**config.mk**
```make
export PLATFORM = sky130hd
export DESIGN_NAME = intrusion_sequencer
export DESIGN_NICKNAME = d
export VERILOG_FILES = /design/src/rtl/intrusion_sequencer.sv
export SDC_FILE = /design/constraint.sdc
export NUM_CORES = 1
export LEC_CHECK = 0
export CORE_MARGIN = 2
export CORE_UTILIZATION = 57
export CTS_CLUSTER_DIAMETER = 30
export CTS_CLUSTER_SIZE = 8
export DETAILED_ROUTE_END_ITERATION = 6
export GPL_ROUTABILITY_DRIVEN = 0
export PLACE_DENSITY = 0.79
export SYNTH_ARGS = -nofsm -noshare
export SYNTH_HDL_FRONTEND = slang
export SYNTH_SLANG_ARGS = --single-unit
```
**constraint.sdc**
```tcl
create_clock -name CLK -period 3.58 [get_ports CLK]
set_clock_uncertainty 0.15 [all_clocks]
set_input_delay 0.358 -clock CLK [delete_from_list [all_inputs] [get_ports CLK]]
set_output_delay 0.358 -clock CLK [all_outputs]
set_load 0.005 [all_outputs]
```
**src/rtl/intrusion_sequencer.sv**
```systemverilog
// Alarm sequencer: arms the codec, paces HC-SR04 pings, debounces hits against a
// distance threshold, then runs a fixed alarm window followed by a cooldown.
module intrusion_sequencer #(
  parameter int unsigned THRESH       = 100,
  parameter int unsigned HITS         = 3,
  parameter int unsigned PING_PERIOD  = 60000,
  parameter int unsigned ECHO_TIMEOUT = 40000,
  parameter int unsigned ALARM_HOLD   = 500000,
  parameter int unsigned COOLDOWN     = 250000,
  parameter int unsigned FAULT_LIMIT  = 4,
  parameter int unsigned CNT_W        = 24
) (
  input  logic       CLK,
  input  logic       RST,
  input  logic       Arm,
  input  logic       Codec_Ready,
  input  logic       Meas_Done,
  input  logic [7:0] Distance,
  output logic       Meas_Start,
  output logic       Codec_Start,
  output logic       Sound_En,
  output logic       Alarm_Active,
  output logic       Sensor_Fault,
  output logic [2:0] State
);

  localparam int unsigned FLAG_W = 4;

  typedef enum logic [2:0] {
    S_IDLE     = 3'd0,
    S_CONFIG   = 3'd1,
    S_WAIT     = 3'd2,
    S_PING     = 3'd3,
    S_ALARM    = 3'd4,
    S_COOLDOWN = 3'd5
  } state_e;

  localparam logic [CNT_W-1:0]  PING_LAST  = CNT_W'(PING_PERIOD - 1);
  localparam logic [CNT_W-1:0]  ECHO_LAST  = CNT_W'(ECHO_TIMEOUT - 1);
  localparam logic [CNT_W-1:0]  ALARM_LAST = CNT_W'(ALARM_HOLD - 1);
  localparam logic [CNT_W-1:0]  COOL_LAST  = CNT_W'(COOLDOWN - 1);
  localparam logic [7:0]        THRESH_V   = 8'(THRESH);
  localparam logic [FLAG_W-1:0] HITS_V     = FLAG_W'(HITS);
  localparam logic [FLAG_W-1:0] FAULT_V    = FLAG_W'(FAULT_LIMIT);
  localparam logic [FLAG_W-1:0] TMO_MAX    = '1;

  state_e             state_q, state_d;
  logic [CNT_W-1:0]   cnt_q, cnt_d;
  logic [FLAG_W-1:0]  hits_q, hits_d;
  logic [FLAG_W-1:0]  tmo_q, tmo_d;
  logic               fault_q, fault_d;
  logic               meas_start_q, meas_start_d;
  logic               codec_start_q, codec_start_d;
  logic               sound_en_q, sound_en_d;
  logic               alarm_active_q, alarm_active_d;
  logic [FLAG_W-1:0]  hits_inc, tmo_inc;
  logic [CNT_W-1:0]   cnt_inc;

  assign hits_inc = hits_q + FLAG_W'(1);
  assign tmo_inc  = (tmo_q == TMO_MAX) ? TMO_MAX : tmo_q + FLAG_W'(1);
  assign cnt_inc  = cnt_q + CNT_W'(1);

  // Next-state logic; disarm overrides every transition and clears all bookkeeping
  always_comb begin
    state_d = state_q;
    cnt_d   = cnt_q;
    hits_d  = hits_q;
    tmo_d   = tmo_q;
    fault_d = fault_q;
    if (!Arm) begin
      state_d = S_IDLE;
      cnt_d   = '0;
      hits_d  = '0;
      tmo_d   = '0;
      fault_d = 1'b0;
    end else begin
      case (state_q)
        S_IDLE: begin
          state_d = S_CONFIG;
          cnt_d   = '0;
        end
        S_CONFIG: begin
          if (Codec_Ready) begin
            state_d = S_WAIT;
            cnt_d   = '0;
          end
        end
        S_WAIT: begin
          if (cnt_q == PING_LAST) begin
            state_d = S_PING;
            cnt_d   = '0;
          end else begin
            cnt_d = cnt_inc;
          end
        end
        S_PING: begin
          // A measurement landing on the timeout cycle wins over the timeout
          if (Meas_Done) begin
            cnt_d = '0;
            tmo_d = '0;
            if (Distance < THRESH_V) begin
              hits_d  = hits_inc;
              state_d = (hits_inc == HITS_V) ? S_ALARM : S_WAIT;
            end else begin
              hits_d  = '0;
              state_d = S_WAIT;
            end
          end else if (cnt_q == ECHO_LAST) begin
            cnt_d   = '0;
            hits_d  = '0;
            tmo_d   = tmo_inc;
            state_d = S_WAIT;
            if (tmo_inc == FAULT_V) fault_d = 1'b1;
          end else begin
            cnt_d = cnt_inc;
          end
        end
        S_ALARM: begin
          if (cnt_q == ALARM_LAST) begin
            state_d = S_COOLDOWN;
            cnt_d   = '0;
          end else begin
            cnt_d = cnt_inc;
          end
        end
        S_COOLDOWN: begin
          if (cnt_q == COOL_LAST) begin
            state_d = S_WAIT;
            cnt_d   = '0;
            hits_d  = '0;
          end else begin
            cnt_d = cnt_inc;
          end
        end
        default: begin
          state_d = S_IDLE;
          cnt_d   = '0;
          hits_d  = '0;
          tmo_d   = '0;
          fault_d = 1'b0;
        end
      endcase
    end
  end

  // Outputs decoded from the next state so they register together with it
  always_comb begin
    meas_start_d   = 1'b0;
    codec_start_d  = 1'b0;
    sound_en_d     = 1'b0;
    alarm_active_d = 1'b0;
    meas_start_d   = (state_d == S_PING) && (state_q != S_PING);
    codec_start_d  = (state_d != S_IDLE);
    sound_en_d     = (state_d == S_ALARM);
    alarm_active_d = (state_d == S_ALARM) || (state_d == S_COOLDOWN);
  end

  always_ff @(posedge CLK) begin
    if (!RST) begin
      state_q        <= S_IDLE;
      cnt_q          <= '0;
      hits_q         <= '0;
      tmo_q          <= '0;
      fault_q        <= 1'b0;
      meas_start_q   <= 1'b0;
      codec_start_q  <= 1'b0;
      sound_en_q     <= 1'b0;
      alarm_active_q <= 1'b0;
    end else begin
      state_q        <= state_d;
      cnt_q          <= cnt_d;
      hits_q         <= hits_d;
      tmo_q          <= tmo_d;
      fault_q        <= fault_d;
      meas_start_q   <= meas_start_d;
      codec_start_q  <= codec_start_d;
      sound_en_q     <= sound_en_d;
      alarm_active_q <= alarm_active_d;
    end
  end

  assign Meas_Start   = meas_start_q;
  assign Codec_Start  = codec_start_q;
  assign Sound_En     = sound_en_q;
  assign Alarm_Active = alarm_active_q;
  assign Sensor_Fault = fault_q;
  assign State        = state_q;

endmodule

```
# [Word-level counts from Yosys, hierarchy flattened]
# Cells that the tools add are included.
[op_classes] addsub=3 magnitude_cmp=1 n_eq_ne=22 mux=30 bitwise=2 reduce_logical=10
[op_table] operator="$mux W24" n=6
[op_table] operator="$pmux W24 S5" n=1
[op_table] operator="$eq A24 B16 Y1 const B" n=2
[op_table] operator="$mux W4" n=7
[op_table] operator="$mux W3" n=9
[op_table] operator="$add A24 B1 Y24 const B" n=1
[op_table] operator="$eq A24 B18 Y1 const B" n=1
[op_table] operator="$eq A24 B19 Y1 const B" n=1
[op_table] operator="$pmux W3 S6" n=1
[op_table] operator="$eq A3 B3 Y1 const B" n=4
[op_table] operator="$pmux W4 S3" n=1
[op_table] operator="$ne A2 B2 Y1 const B" n=5
[op_table] operator="$eq A3 B2 Y1 const B" n=3
[op_table] operator="$add A4 B1 Y4 const B" n=2
[op_table] operator="$lt A8 B7 Y1 const B" n=1
[op_table] operator="$pmux W4 S2" n=1
[op_table] operator="$reduce_or A5 Y1" n=1
[op_table] operator="$eq A4 B2 Y1 const B" n=1
[op_table] operator="$eq A4 B3 Y1 const B" n=1
[op_table] operator="$eq A4 B4 Y1 const B" n=1
[op_table] operator="$reduce_and A2 Y1" n=2
[op_table] operator="$reduce_and A4 Y1" n=1
[op_table] operator="$reduce_or A4 Y1" n=1
[op_table] operator="$eq A3 B1 Y1 const B" n=1
[op_table] operator="other kinds (10)" n=13
[word_totals] ff_bits=40 inputBits=13 out_inout_bits=8 word_cells=77

# [Depth between registers and ports, before layout]
# Gate-level depths: netlist of run 1.
[logic_depth] word_depth=9 mapped_depth=9 depth_no_buf=8

# [Worst setup path after synthesis of run 1]
# Ideal clock, no wire load.
[synth_path] path_kind="register to register" start="reg cnt_q[23]" end="reg cnt_q[13]" arrival_ps=2304 path_slack_ps=1007 path_stages_with_launch=8 n_path_buf=0 cell_sequence="dfxtp_1 or3_1 or4_1 o41a_1 a31oi_4 a21oi_2 and3_1 a211o_1"
[synth_between] elab_chain_len=4 elab_cells_between_ends=10 classes_between="eq/ne: 4; mux: 6"
[synth_lines] element="start: declaration" line="48" rtl="logic [CNT_W-1:0] cnt_q, cnt_d;"
[synth_lines] element="start signal: assignment" line="171" rtl="cnt_q <= cnt_d;"
[synth_lines] element="$eq A24 B16 Y1" line="108" rtl="end else if (cnt_q == ECHO_LAST) begin"
[synth_lines] element="$mux W24" line="108"
[synth_lines] element="$mux W24" line="98" rtl="if (Meas_Done) begin"
[synth_lines] element="$pmux W24 S5 *" line="77" rtl="case (state_q)"
# Mark *: on every way between the ends. The rest lies on a longest branch, timed or not.
# A chain may end at the register's enable or synchronous reset.

# [Worst setup path in the final report of run 1]
[layout_path] start="reg cnt_q[23]" end="reg cnt_q[3]"
# Same word-level chain as after synthesis.

==> metrics.md, run 1 <==
| Metric | Value |
|---|---|
| Drt via density | `5.919` |
| Wire per inst | `14.06 µm` |
| Tightest Pin Transition | `834.8 ps` |
| Diode count | `0` |
| TritonCTS clock tree | `done` |
| CTS Sinks | `40` |
| Setup TNS | `0 ps` |
| Vias post-DR | `2,125` |
| Max-slew headroom | `44.35%` |
| Flops & latches, synth | `40` |
| Period utilization | `84.19%` |
| Gate Count Post-Synth | `293` |
| Syn Area/Cell | `7.486 µm²` |
| Max clock buf depth | `2` |
| Core ar. | `3689 µm²` |
| Layout area overhead | `13.75%` |
| Clk slew on worst S/H paths | `70 ps` |
| H-tree Lvls | `2` |
| CTS Buf Count | `5` |
| Global route overflow | `0` |
| Critical-path cell list | `or3_1 > or4_1 > o41a_1 > a31oi_4 > a21o_1 > buf_4 > or3_1 > o21ai_0` |
| Initial antenna violation count | `0` |
| Worst EP required | `3600 ps` |
| Netlist cell types | `46` |
| Post-synth top area share | `36.51%` |
| Initial Util | `59.46%` |
| Critical Path AT | `3040 ps` |
| Die height | `66.03 µm` |
| Die area | `4360 µm²` |
| Root buffer cell | `clkbuf_8` |
| CP max-delay cell | `or4_1` |
| Reg area | `800.8 µm²` |
| Critical path startpoint category | `flop` |
| Nets | `327` |
| Cell area after synthesis | `2193 µm²` |
| DR iter-0 viols | `194` |
| Crit-path most repeated cell | `or3_1` |
| Post-synth EDFFs | `0` |
| Family with the most delay on the worst path | `compound AO/OA/AOI/OAI gates` |
| Ports | `21` |
| CP peak stage delay | `490 ps` |
| Register area share after synthesis | `36.51%` |
| DR pass1 iterations | `4` |
| Async SR Flop Fraction | `0%` |
| Status | `finished, final reports clean` |
| Most common cell in the netlist | `dfxtp_1` |
| Worst path bufs/invs | `1` |
| RSZ-0062 raised after global routing | `false` |
| Reg-to-reg setup timing slack | `570 ps` |
| HP Class | `reg -> reg` |
| Static leakage | `0.7808 nW` |
| Area of the multi-input gates | `1289 µm²` |
| Final setup margin | `565.9 ps` |
| I/O Buffers | `18` |
| Crit Path Max Fanout | `11` |
| WS Path Type | `reg -> reg` |
| # setup viols final | `0` |
| VDD IR max | `0.0002095 V` |
| Post-DP HPWL | `3738 µm` |
| Power per cell area | `316.7 nW/µm²` |
| Final Hold Fails | `0` |
| CP Capture Type | `flop` |
| Layout cells sized above 1 | `3.537%` |
| Syn Nets | `310` |
| Vias in the first global route | `1,923` |
| CTS Hold Bufs | `0` |
| Gr usage total | `25.53%` |
| Prevailing post-synth register cell | `dfxtp_1` |
| Synth top cells by count | `40 x dfxtp_1, 39 x nand2_1, 28 x nand3_1` |
| Post-CTS Setup Inserts | `0` |
| Worst-Skew Late Latency | `290 ps` |
| Row count | `22` |
| Pins Over Slew Limit | `0` |
| Quantity of gates resized following cts | `0` |
| DP Worst Slack | `583.5 ps` |
| Largest net degree at the start of global routing | `23` |
| Area contributors post-synth | `dfxtp_1 37%, nand2_1 6.7%, nand3_1 6.4%, a21oi_1 5.0%, or3_1 4.6%` |
| Max Clk Rate | `331.8 MHz` |
| Synth area leader | `dfxtp_1` |
| First-pass GRT wire length | `8659 µm` |
| Total wire length | `5047 µm` |
| Synth warn | `0` |
| Drt drc | `0` |
| Max Cap Violations | `0` |
| Die W | `66.03 µm` |
| FILL cells | `320` |
| Minimum clock period | `3014 ps` |
| Number of routed nets with antenna violations | `0` |
-- flip-flops by register name (all words and copies together), names as in the netlist --
name          count
cnt_q            24
Sound_En          1
Meas_Start        1
State             3
Codec_Start       1
Sensor_Fault      1
Alarm_Active      1
hits_q            4
tmo_q             4
-- final cells by class --
| class | instances | share of cell area, % |
|---|---|---|
| Multi-Input combinational cell | 227 | 51.66 |
| Sequential cell | 40 | 32.10 |
| Timing Repair Buffer | 20 | 7.823 |
| Clock buffer | 8 | 3.611 |
| Inverter | 16 | 2.407 |
| Tap cell | 48 | 2.407 |
-- metal layers --
layer | vias to the layer above | global-route usage, % | wire length (µm)
li1 | 1101 | - | -
met1 | 977 | 37.63 | 2554
met2 | 40 | 36.87 | 2216
met3 | 7 | 5.451 | 218
met4 | 0 | 8.418 | 57
met5 | - | 0 | 0
-- layout by cell type (no fill, tap or decap), types with 2 or more instances in the layout --
cell type | synthesis | routed
nor3_1 | 18 | 18
a31oi_1 | 2 | 2
o21ai_1 | 12 | 12
dfxtp_1 | 40 | 40
nand4_1 | 5 | 5
o21ai_0 | 5 | 5
or4_1 | 2 | 2
buf_4 | 1 | 2
clkbuf_8 | 0 | 6
o311ai_1 | 5 | 5
or3_1 | 16 | 16
nor4_1 | 4 | 4
nand2_1 | 39 | 39
nand2b_1 | 3 | 3
xnor2_1 | 6 | 6
nor2_1 | 22 | 22
a211oi_1 | 2 | 2
clkdlybuf4s50_1 | 0 | 18
and3_1 | 5 | 5
and2_1 | 3 | 3
clkbuf_1 | 7 | 2
a21oi_1 | 22 | 22
inv_1 | 16 | 16
nor3b_1 | 2 | 2
nand3_1 | 28 | 28
ha_1 | 4 | 4
mux2i_1 | 2 | 2
-- where the power goes --
part	internal [mW]	leakage, nW	switching, mW
Sequential	0.447	0.323	0.00311
Combinational	0.0179	0.413	0.0167
Clock	0.157	0.0455	0.149
Total	0.622	0.781	0.169
-- per-stage QoR --
stage	cell area [µm²]	power, mW	util [%]	cells	hold WS [ps]
3_5_place_dp	2405	0.4944	65.20	351	309.7
3_3_place_gp	2405	0.4941	65.20	351	309.6
5_1_grt	2495	0.8228	67.64	359	352.5
6_report	2495	0.7901	67.64	359	322.0
4_1_cts	2495	0.7952	67.64	359	324.4
2_1_floorplan	2193	0.4746	-	293	298.3
-- worst register-to-register path, stage by stage (launching register included) --
cell and delay (ps):
dfxtp_1 340, or3_1 420, or4_1 490, o41a_1 490, a31oi_4 220, a21o_1 370
buf_4 250, or3_1 120, o21ai_0 70
-- cell families (layout without fill, tap and decap cells) --
group,count (synthesis),after routing,synth area share (%)
buf+inv,26,44,4.735
fa+ha+maj,4,4,2.282
xor+xnor,7,7,2.795
flops,40,40,36.51
simple gates,153,153,34.91
mux,2,2,0.9128
compound gates,61,61,17.86
-- final timing paths --
path	cells past startpoint	startpoint	endpoint
setup / recovery	8	cnt_q[23]	cnt_q[3]
hold / removal	2	Sensor_Fault	Sensor_Fault
setup reg to reg	8	cnt_q[23]	cnt_q[3]
hold reg to reg	2	Sensor_Fault	Sensor_Fault
Power figures use the tool's default switching activity.
==> run 2: changes to the inputs <==
==> constraint.sdc (replaced) <==
create_clock -name CLK -period 3.1 [get_ports CLK]
set_clock_uncertainty 0.15 [all_clocks]
set_input_delay 0.31 -clock CLK [delete_from_list [all_inputs] [get_ports CLK]]
set_output_delay 0.31 -clock CLK [all_outputs]
set_load 0.005 [all_outputs]
==> run 2 against run 1 <==
  * Setup slack lost 290 ps
  * Sequential share of layout area shrank 0.21 points
  * Highest routed layer unchanged
  * Register-to-register slack lost 290 ps
  * Clock power is essentially flat
  * Largest cell class unchanged
==> metrics.md, run 2 (same netlist as run 1, synthesis figures left out) <==
| Metric | Value |
|---|---|
| Drt via density | `5.920` |
| Max FFs per register | `24` |
| Comb pwr share | `4.8%` |
| Number of routed nets with antenna violations | `0` |
| Final setup margin | `271.8 ps` |
| Max Cap Violations | `0` |
| First-pass GRT wire length | `8521 µm` |
| Critical path startpoint category | `flop` |
| Minimum clock period | `2828 ps` |
| Placed Instances | `356` |
| Period utilization | `91.23%` |
| Critical Path AT | `2860 ps` |
| CP Capture Type | `flop` |
| HP Class | `reg -> reg` |
| Static leakage | `0.7963 nW` |
| Post-CTS Setup Inserts | `0` |
| Design Power | `867.9 µW` |
| Family with the most delay on the worst path | `simple AND/OR/NAND/NOR gates` |
| Most common cell after layout, fill and taps aside | `dfxtp_1` |
| Top flop regs | `cnt_q (24), hits_q (4), tmo_q (4)` |
| Max-slew headroom | `64.74%` |
| Int Pwr | `682.5 µW` |
| CTS Sinks | `40` |
| Status | `finished, final reports clean` |
| Layout area overhead | `14.49%` |
| Final Hold Fails | `0` |
| WS Path Type | `reg -> reg` |
| DR iter-0 viols | `177` |
| TritonCTS clock tree | `done` |
| Pins Over Slew Limit | `0` |
| Die height | `66.03 µm` |
| Core ar. | `3689 µm²` |
| Switch Pwr | `185.4 µW` |
| Post-DP Area | `2442 µm²` |
| Seq pwr share | `59.9%` |
| Hold slack | `329.8 ps` |
| Max clock buf depth | `2` |
| VDD IR max | `0.0002540 V` |
| # setup viols final | `0` |
| CTS Hold Bufs | `0` |
| Root buffer cell | `clkbuf_8` |
| Top reg by flops | `cnt_q` |
| Tightest Pin Transition | `521.6 ps` |
| Total wire length | `5100 µm` |
| Clock share of power | `35.4%` |
| Power per cell area | `345.6 nW/µm²` |
| Drt drc | `0` |
| H-tree Lvls | `2` |
| Crit Path Max Fanout | `9` |
| Most frequent cells in the layout | `40 x dfxtp_1, 39 x nand2_1, 28 x nand3_1` |
| CTS Buf Count | `5` |
| Clk slew on worst S/H paths | `70 ps` |
| Critical-path cell list | `or3_1 > or4_1 > nor4_1 > o22a_1 > a21o_1 > buf_4 > or3_1 > nand3_1` |
| Quantity of gates resized following cts | `0` |
| Vias in the first global route | `1,876` |
| Max Clk Rate | `353.6 MHz` |
| DP Worst Slack | `279.2 ps` |
| Worst EP required | `3140 ps` |
| Net Sw Frac | `21.37%` |
| Largest net degree at the start of global routing | `23` |
| Layout Cell Area excl Fill | `2511 µm²` |
| I/O Buffers | `18` |
| Crit-path most repeated cell | `or3_1` |
| RSZ-0062 raised after global routing | `false` |
| Diode count | `0` |
| Initial Util | `59.46%` |
| Post-DP HPWL | `3758 µm` |
| Row count | `22` |
| Layout cells sized above 1 | `4.792%` |
| CP max-delay cell | `or4_1` |
| Utilization after layout | `68.08%` |
| Worst-Skew Late Latency | `290 ps` |
| CP peak stage delay | `480 ps` |
| Gr usage total | `25.36%` |
| Layout Cells excl Fill | `361` |
| Nets | `332` |
| Setup TNS | `0 ps` |
| Wire per inst | `14.13 µm` |
| Worst path bufs/invs | `1` |
| Vias post-DR | `2,137` |
| Initial antenna violation count | `0` |
| Die W | `66.03 µm` |
| Ports | `21` |
| Die area | `4360 µm²` |
| DR pass1 iterations | `4` |
| Global route overflow | `0` |
run 2: cell types whose count changed in the layout (fill, tap and decap cells not counted), sizes merged:
cell / before / now
buf: 2 / 7
clkbuf: 8 / 5
run 2: final timing paths:
path	from	end	slack, ps	cells past startpoint
worst max register to register	cnt_q[23]	cnt_q[11]	270	8
worst min-delay path	Sensor_Fault	Sensor_Fault	330	2
worst max-delay path	cnt_q[23]	cnt_q[11]	270	8
worst min register to register	Sensor_Fault	Sensor_Fault	330	2
run 2: tightest hold or removal path, delay by kind of cell (launching register included):
family | cells | cell delay [ps]
AOI/OAI and AO/OA | 1 | 40
DFF | 1 | 340
and+or+nand+nor | 1 | 70
run 2: final cells by class:
class | count | area (µm²)
inverters | 16 | 60.06
flip-flops and latches | 40 | 800.8
fillers | 322 | 1177
repair buffers | 25 | 232.7
well taps | 48 | 60.06
clock buffers | 5 | 68.82
multi-input cells | 227 | 1289
run 2: per-layer routing:
layer	track usage, %	vias to the layer above	wire length [µm]
met5	0	-	0
met3	5.792	6	292
met2	35.98	68	2202
li1	-	1101	-
met4	7.908	0	55
met1	37.78	962	2549
run 2: power by group through the flow:
stage / registers, mW / logic [mW] / clock network [mW]
detailed placement: 0.531 / 0.0412 / 0
global placement: 0.531 / 0.0408 / 0
floorplan: 0.530 / 0.0179 / 0
finish: 0.520 / 0.0413 / 0.307
global route: 0.520 / 0.0457 / 0.338
CTS: 0.519 / 0.0414 / 0.316
